==> src/rtl/uart_rx.sv <==
// uart_rx: 8-bit LSB-first UART receiver with optional parity, feeding the
// LC3 memory-mapped receive data/status registers.
//
// Ports:
//   clk          system clock, rising edge
//   rst          asynchronous active-high reset
//   rxd          serial line (asynchronous, idle high)
//   parity_en    1 = a parity bit follows the data bits
//   parity_kind  1 = odd parity, 0 = even parity
//   rd_ack       one-cycle strobe when the CPU reads rdr
//   rdr          received byte, zero-extended to 16 bits
//   ready        a byte is waiting in rdr
//   parity_err   last completed frame had a parity mismatch
//   frame_err    last completed frame had a stop bit of 0
//   overrun      a frame completed while ready was already set
//   busy         receiver is inside a frame
module uart_rx #(
    parameter int unsigned CLKS_PER_BIT = 400,
    parameter int unsigned HALF_BIT     = CLKS_PER_BIT / 2
) (
    input  logic        clk,
    input  logic        rst,
    input  logic        rxd,
    input  logic        parity_en,
    input  logic        parity_kind,
    input  logic        rd_ack,
    output logic [15:0] rdr,
    output logic        ready,
    output logic        parity_err,
    output logic        frame_err,
    output logic        overrun,
    output logic        busy
);

    localparam int unsigned CNT_W = $clog2(CLKS_PER_BIT);

    typedef enum logic [2:0] {
        IDLE,
        START,
        DATA,
        PARITY,
        STOP
    } state_t;

    // synchroniser and edge-detect flops
    logic rx_m;
    logic rx_s;
    logic rx_d;

    state_t             state,      state_nxt;
    logic [CNT_W-1:0]   cnt,        cnt_nxt;
    logic [2:0]         bit_idx,    bit_idx_nxt;
    logic [7:0]         shift,      shift_nxt;
    logic               p_en_l,     p_en_l_nxt;
    logic               p_kind_l,   p_kind_l_nxt;
    logic               p_bad,      p_bad_nxt;
    logic [15:0]        rdr_nxt;
    logic               ready_nxt;
    logic               parity_err_nxt;
    logic               frame_err_nxt;
    logic               overrun_nxt;
    logic               busy_nxt;

    logic               bit_end;
    logic               half_end;

    assign bit_end  = (cnt == CNT_W'(CLKS_PER_BIT - 1));
    assign half_end = (cnt == CNT_W'(HALF_BIT - 1));

    // state and output registers
    always_ff @(posedge clk or posedge rst) begin
        if (rst) begin
            rx_m       <= 1'b1;
            rx_s       <= 1'b1;
            rx_d       <= 1'b1;
            state      <= IDLE;
            cnt        <= '0;
            bit_idx    <= '0;
            shift      <= '0;
            p_en_l     <= 1'b0;
            p_kind_l   <= 1'b0;
            p_bad      <= 1'b0;
            rdr        <= '0;
            ready      <= 1'b0;
            parity_err <= 1'b0;
            frame_err  <= 1'b0;
            overrun    <= 1'b0;
            busy       <= 1'b0;
        end else begin
            rx_m       <= rxd;
            rx_s       <= rx_m;
            rx_d       <= rx_s;
            state      <= state_nxt;
            cnt        <= cnt_nxt;
            bit_idx    <= bit_idx_nxt;
            shift      <= shift_nxt;
            p_en_l     <= p_en_l_nxt;
            p_kind_l   <= p_kind_l_nxt;
            p_bad      <= p_bad_nxt;
            rdr        <= rdr_nxt;
            ready      <= ready_nxt;
            parity_err <= parity_err_nxt;
            frame_err  <= frame_err_nxt;
            overrun    <= overrun_nxt;
            busy       <= busy_nxt;
        end
    end

    // next-state and output logic
    always_comb begin
        state_nxt      = state;
        cnt_nxt        = cnt;
        bit_idx_nxt    = bit_idx;
        shift_nxt      = shift;
        p_en_l_nxt     = p_en_l;
        p_kind_l_nxt   = p_kind_l;
        p_bad_nxt      = p_bad;
        rdr_nxt        = rdr;
        ready_nxt      = ready;
        parity_err_nxt = parity_err;
        frame_err_nxt  = frame_err;
        overrun_nxt    = overrun;

        // CPU read; a completing frame below overrides ready
        if (rd_ack && ready) begin
            ready_nxt   = 1'b0;
            overrun_nxt = 1'b0;
        end

        case (state)
            IDLE: begin
                cnt_nxt = '0;
                // only a fresh 1->0 edge starts a frame, a held-low line does not
                if (rx_d && !rx_s) begin
                    state_nxt = START;
                end
            end
            START: begin
                if (half_end) begin
                    cnt_nxt = '0;
                    if (!rx_s) begin
                        state_nxt    = DATA;
                        bit_idx_nxt  = '0;
                        p_en_l_nxt   = parity_en;
                        p_kind_l_nxt = parity_kind;
                    end else begin
                        state_nxt = IDLE;
                    end
                end else begin
                    cnt_nxt = cnt + CNT_W'(1);
                end
            end
            DATA: begin
                if (bit_end) begin
                    cnt_nxt            = '0;
                    shift_nxt[bit_idx] = rx_s;
                    bit_idx_nxt        = bit_idx + 3'd1;
                    if (bit_idx == 3'd7) begin
                        state_nxt = p_en_l ? PARITY : STOP;
                    end
                end else begin
                    cnt_nxt = cnt + CNT_W'(1);
                end
            end
            PARITY: begin
                if (bit_end) begin
                    cnt_nxt   = '0;
                    p_bad_nxt = ((^{shift, rx_s}) != p_kind_l);
                    state_nxt = STOP;
                end else begin
                    cnt_nxt = cnt + CNT_W'(1);
                end
            end
            STOP: begin
                if (bit_end) begin
                    cnt_nxt        = '0;
                    rdr_nxt        = {8'h00, shift};
                    ready_nxt      = 1'b1;
                    frame_err_nxt  = ~rx_s;
                    parity_err_nxt = p_en_l & p_bad;
                    if (ready && !rd_ack) begin
                        overrun_nxt = 1'b1;
                    end
                    state_nxt = IDLE;
                end else begin
                    cnt_nxt = cnt + CNT_W'(1);
                end
            end
            default: begin
                state_nxt = IDLE;
                cnt_nxt   = '0;
            end
        endcase

        busy_nxt = (state_nxt != IDLE);
    end

endmodule

==> config.mk <==
export PLATFORM = sky130hd
export DESIGN_NAME = uart_rx
export DESIGN_NICKNAME = d
export VERILOG_FILES = /design/src/rtl/uart_rx.sv
export SDC_FILE = /design/constraint.sdc
export NUM_CORES = 1
export LEC_CHECK = 0
export CORE_ASPECT_RATIO = 1.1
export CORE_MARGIN = 4
export CORE_UTILIZATION = 33
export DETAILED_ROUTE_END_ITERATION = 8
export MAX_ROUTING_LAYER = met4
export PLACE_DENSITY_LB_ADDON = 0.2
export SLEW_MARGIN = 20
export SYNTH_ARGS = -nofsm -noshare
export SYNTH_HDL_FRONTEND = slang
export SYNTH_SLANG_ARGS = --single-unit
==> constraint.sdc <==
create_clock -name clk -period 5 [get_ports clk]
set_input_delay 0.5 -clock clk [delete_from_list [all_inputs] [get_ports clk]]
set_output_delay 0.5 -clock clk [all_outputs]
set_load 0.005 [all_outputs]
==> results.yml <==
cts:
  cts_root_buf: "clkbuf_8"
  post_cts_buffers: 0
  cts_max_level: 2
  numClockSinks: 42
  cts_resized: 0
  clk_pin_slew_worst_paths_ns: 0.08
  insertion_delay_ns: 0.29
  clockBufferDepth: 2
  numCtsBuffers: 5
  cts_tree: "built"
  hold_buffers: 0
critical_path:
  arrival_ns: 2.41
  crit_fanout: 13
  cpPeakStageDelay_ns: 0.65
  critPathKind: "reg2reg"
  start_kind: "flip-flop"
  path_cells: "nor3b_1, nand4_1, mux2_2"
  cpMaxStageDelayCell: "nand4_1"
  critPathRequiredTime_ns: 5.17
  endpoint_kind: "flip-flop"
  r2r_slack_ns: 2.76
sta:
  tightestPinTransition_ns: 0.7036
  fin_skew_ns: 0.008878
  fmax_ghz: 0.4469
  period_needed_ns: 2.238
  tns_ns: 0
  fin_ws_ns: 2.762
  maxSlewViolCount: 0
  setup_viol: 0
  grt_setup_unrepaired: "false"
  hold_viol: 0
  min_period_over_period_pct: 44.75
  slew_headroom_pct: 52.95
final_layout:
  drive_gt1_share_pct: 15.42
  nNetsFinal: 209
  register_area_mm2: 0.001055
  syn2layout_area_growth_pct: 17.95
  antennaDiodeCount: 0
  final_cells: 281
  design_area_mm2: 0.002450
  fillers: 630
  multi_input_area_um2: 949.7
yosys:
  async_flop_share_pct: 100.0
  synth_edf_count: 0
  ys_seq_elements: 42
  netlist.top_cell.by_area: "dfrtp_1"
  syn_inst: 181
  syn_area_mm2: 0.002077
  synth_cell_type_count: 43
  yosys_most_used_dff: "dfrtp_1"
  yosysSeqAreaShare_pct: 50.78
  synth_common_cells: "dfrtp_1, mux2_2, nand2_1"
  yosys_warnings: 0
  synth_area_leaders: "dfrtp_1, mux2_2, xnor2_1"
  yosys.cell_count.top_type: "dfrtp_1"
  avgSynthCellArea_um2: 11.48
  synth_top_area_share_pct: 46.99
grt:
  grt_max_degree: 43
  grt_pass1_wl_um: 6755
  antenna_found_initial: 0
  grt_usage_pct: 11.29
  grt_pass1_vias: 1331
  overflow: 0
route:
  drcViolationCount: 0
  wl_per_cell_um: 13.79
  vias: 1369
  drtIter0Drc: 60
  drt-total-wl_um: 3874
  ant_nets: 0
  via_per_inst: 4.872
  drt-pass1-iter-count: 4
placed_design:
  hpwl_um: 2744
  gp_congestion: 0.8064
  numPortBuffers: 18
  place_area_mm2: 0.002307
  post-place-cells: 273
  dp_slack_ns: 2.722
worst_hold_path:
  hold_class: "reg2reg"
power_and_ir_drop:
  power.density_mw_per_mm2: 325.2
  leakage_uw: 0.001077
  ir_drop_mv: 0.1470
  total_power_uw: 796.7
die:
  start_util_pct: 33.74
  die_w_um: 83.64
  ios: 27
  fp.dieH_um: 91.21
  fp-row-count: 30
  dieArea_mm2: 0.007628
  core_mm2: 0.006156
flow_run:
  drv_cap: 0
outcome:
  status: "finished clean"
==> cell usage in the layout, fill, tap and decap left out, types with 3 or more instances in the layout <==
master / n
nor2_1: 9
o31a_1: 3
ha_1: 3
nor4_1: 5
conb_1: 8
mux2_1: 4
clkbuf_8: 6
clkdlybuf4s50_1: 18
nand3_1: 3
nand2_1: 12
nand4_1: 6
dfstp_2: 3
xnor2_1: 11
inv_1: 4
o21ai_0: 6
mux2i_1: 3
dfrtp_1: 39
nor2b_1: 4
xor2_1: 3
nor3_1: 4
nor3b_1: 5
mux2_2: 15
==> metal layers <==
| layer | global-route usage, % | vias up | wire length, µm | share of wire, % |
|---|---|---|---|---|
| li1 | - | 670 | - | - |
| met2 | 16.51 | 26 | 1782 | 46 |
| met5 | - | - | 0 | 0 |
| met1 | 15.21 | 667 | 1885 | 49 |
| met4 | 4.021 | 0 | 68 | 1.8 |
| met3 | 2.813 | 6 | 137 | 3.5 |
==> worst paths after layout <==
| path | start | to | cells past startpoint |
|---|---|---|---|
| worst max-delay path | state[0]$_DFF_PP0_ | rdr[5]$_DFFE_PP0P_ | 3 |
| max in group asynchronous | rst | rx_m$_DFF_PP1_ | 3 |
| min in group asynchronous | rst | cnt[7]$_DFF_PP0_ | 3 |
| worst max register to register | state[0]$_DFF_PP0_ | rdr[5]$_DFFE_PP0P_ | 3 |
| worst min register to register | rx_m$_DFF_PP1_ | rx_s$_DFF_PP1_ | 0 |
| worst min-delay path | rx_m$_DFF_PP1_ | rx_s$_DFF_PP1_ | 0 |
==> final cells by class <==
cell class	count	area share, %
multi-input combinational	128	38.76
clock inverter	2	2.451
tap	80	4.086
clock buffer	6	3.371
sequential	42	43.05
timing repair buffer	19	7.661
inverter	4	0.6129
==> registers in the layout (all words and copies together) (netlist names), named ones only <==
register / count
p_kind_l: 1
state: 3
bit_idx: 3
rx_s: 1
cnt: 9
busy: 1
rx_d: 1
ready: 1
parity_err: 1
p_bad: 1
rx_m: 1
rdr: 8
shift: 8
p_en_l: 1
frame_err: 1
==> where the power goes <==
group / internal, µW / total, µW / switching, µW
Sequential: 363 / 393 / 30.1
Combinational: 37.2 / 75.6 / 38.4
Clock: 213 / 328 / 115
==> stage by stage <==
step / utilization (%) / hold WS (ns)
after floorplan: - / 0.3452
after global placement: 37.48 / 0.3467
after detailed placement: 37.48 / 0.3482
after CTS: 39.80 / 0.3593
after global routing: 39.80 / 0.3611
final: 39.80 / 0.3572
==> worst max-delay path: cells and delay by family (launching register included) <==
family	cells	cell delay [ns]
flip-flops	1	0.50
multiplexers	1	0.50
AND/OR/NAND/NOR	2	1.12
==> kinds of logic after synthesis <==
| logic type | Yosys count | share of synthesized area [%] |
|---|---|---|
| simple gates | 63 | 18.13 |
| flops | 42 | 50.78 |
| mux | 22 | 11.75 |
| buf+inv | 18 | 4.759 |
| compound gates | 17 | 5.603 |
| xor+xnor | 15 | 6.988 |
| fa+ha+maj | 3 | 1.807 |
| other cells | 1 | 0.1805 |
Power figures use the tool's default switching activity.
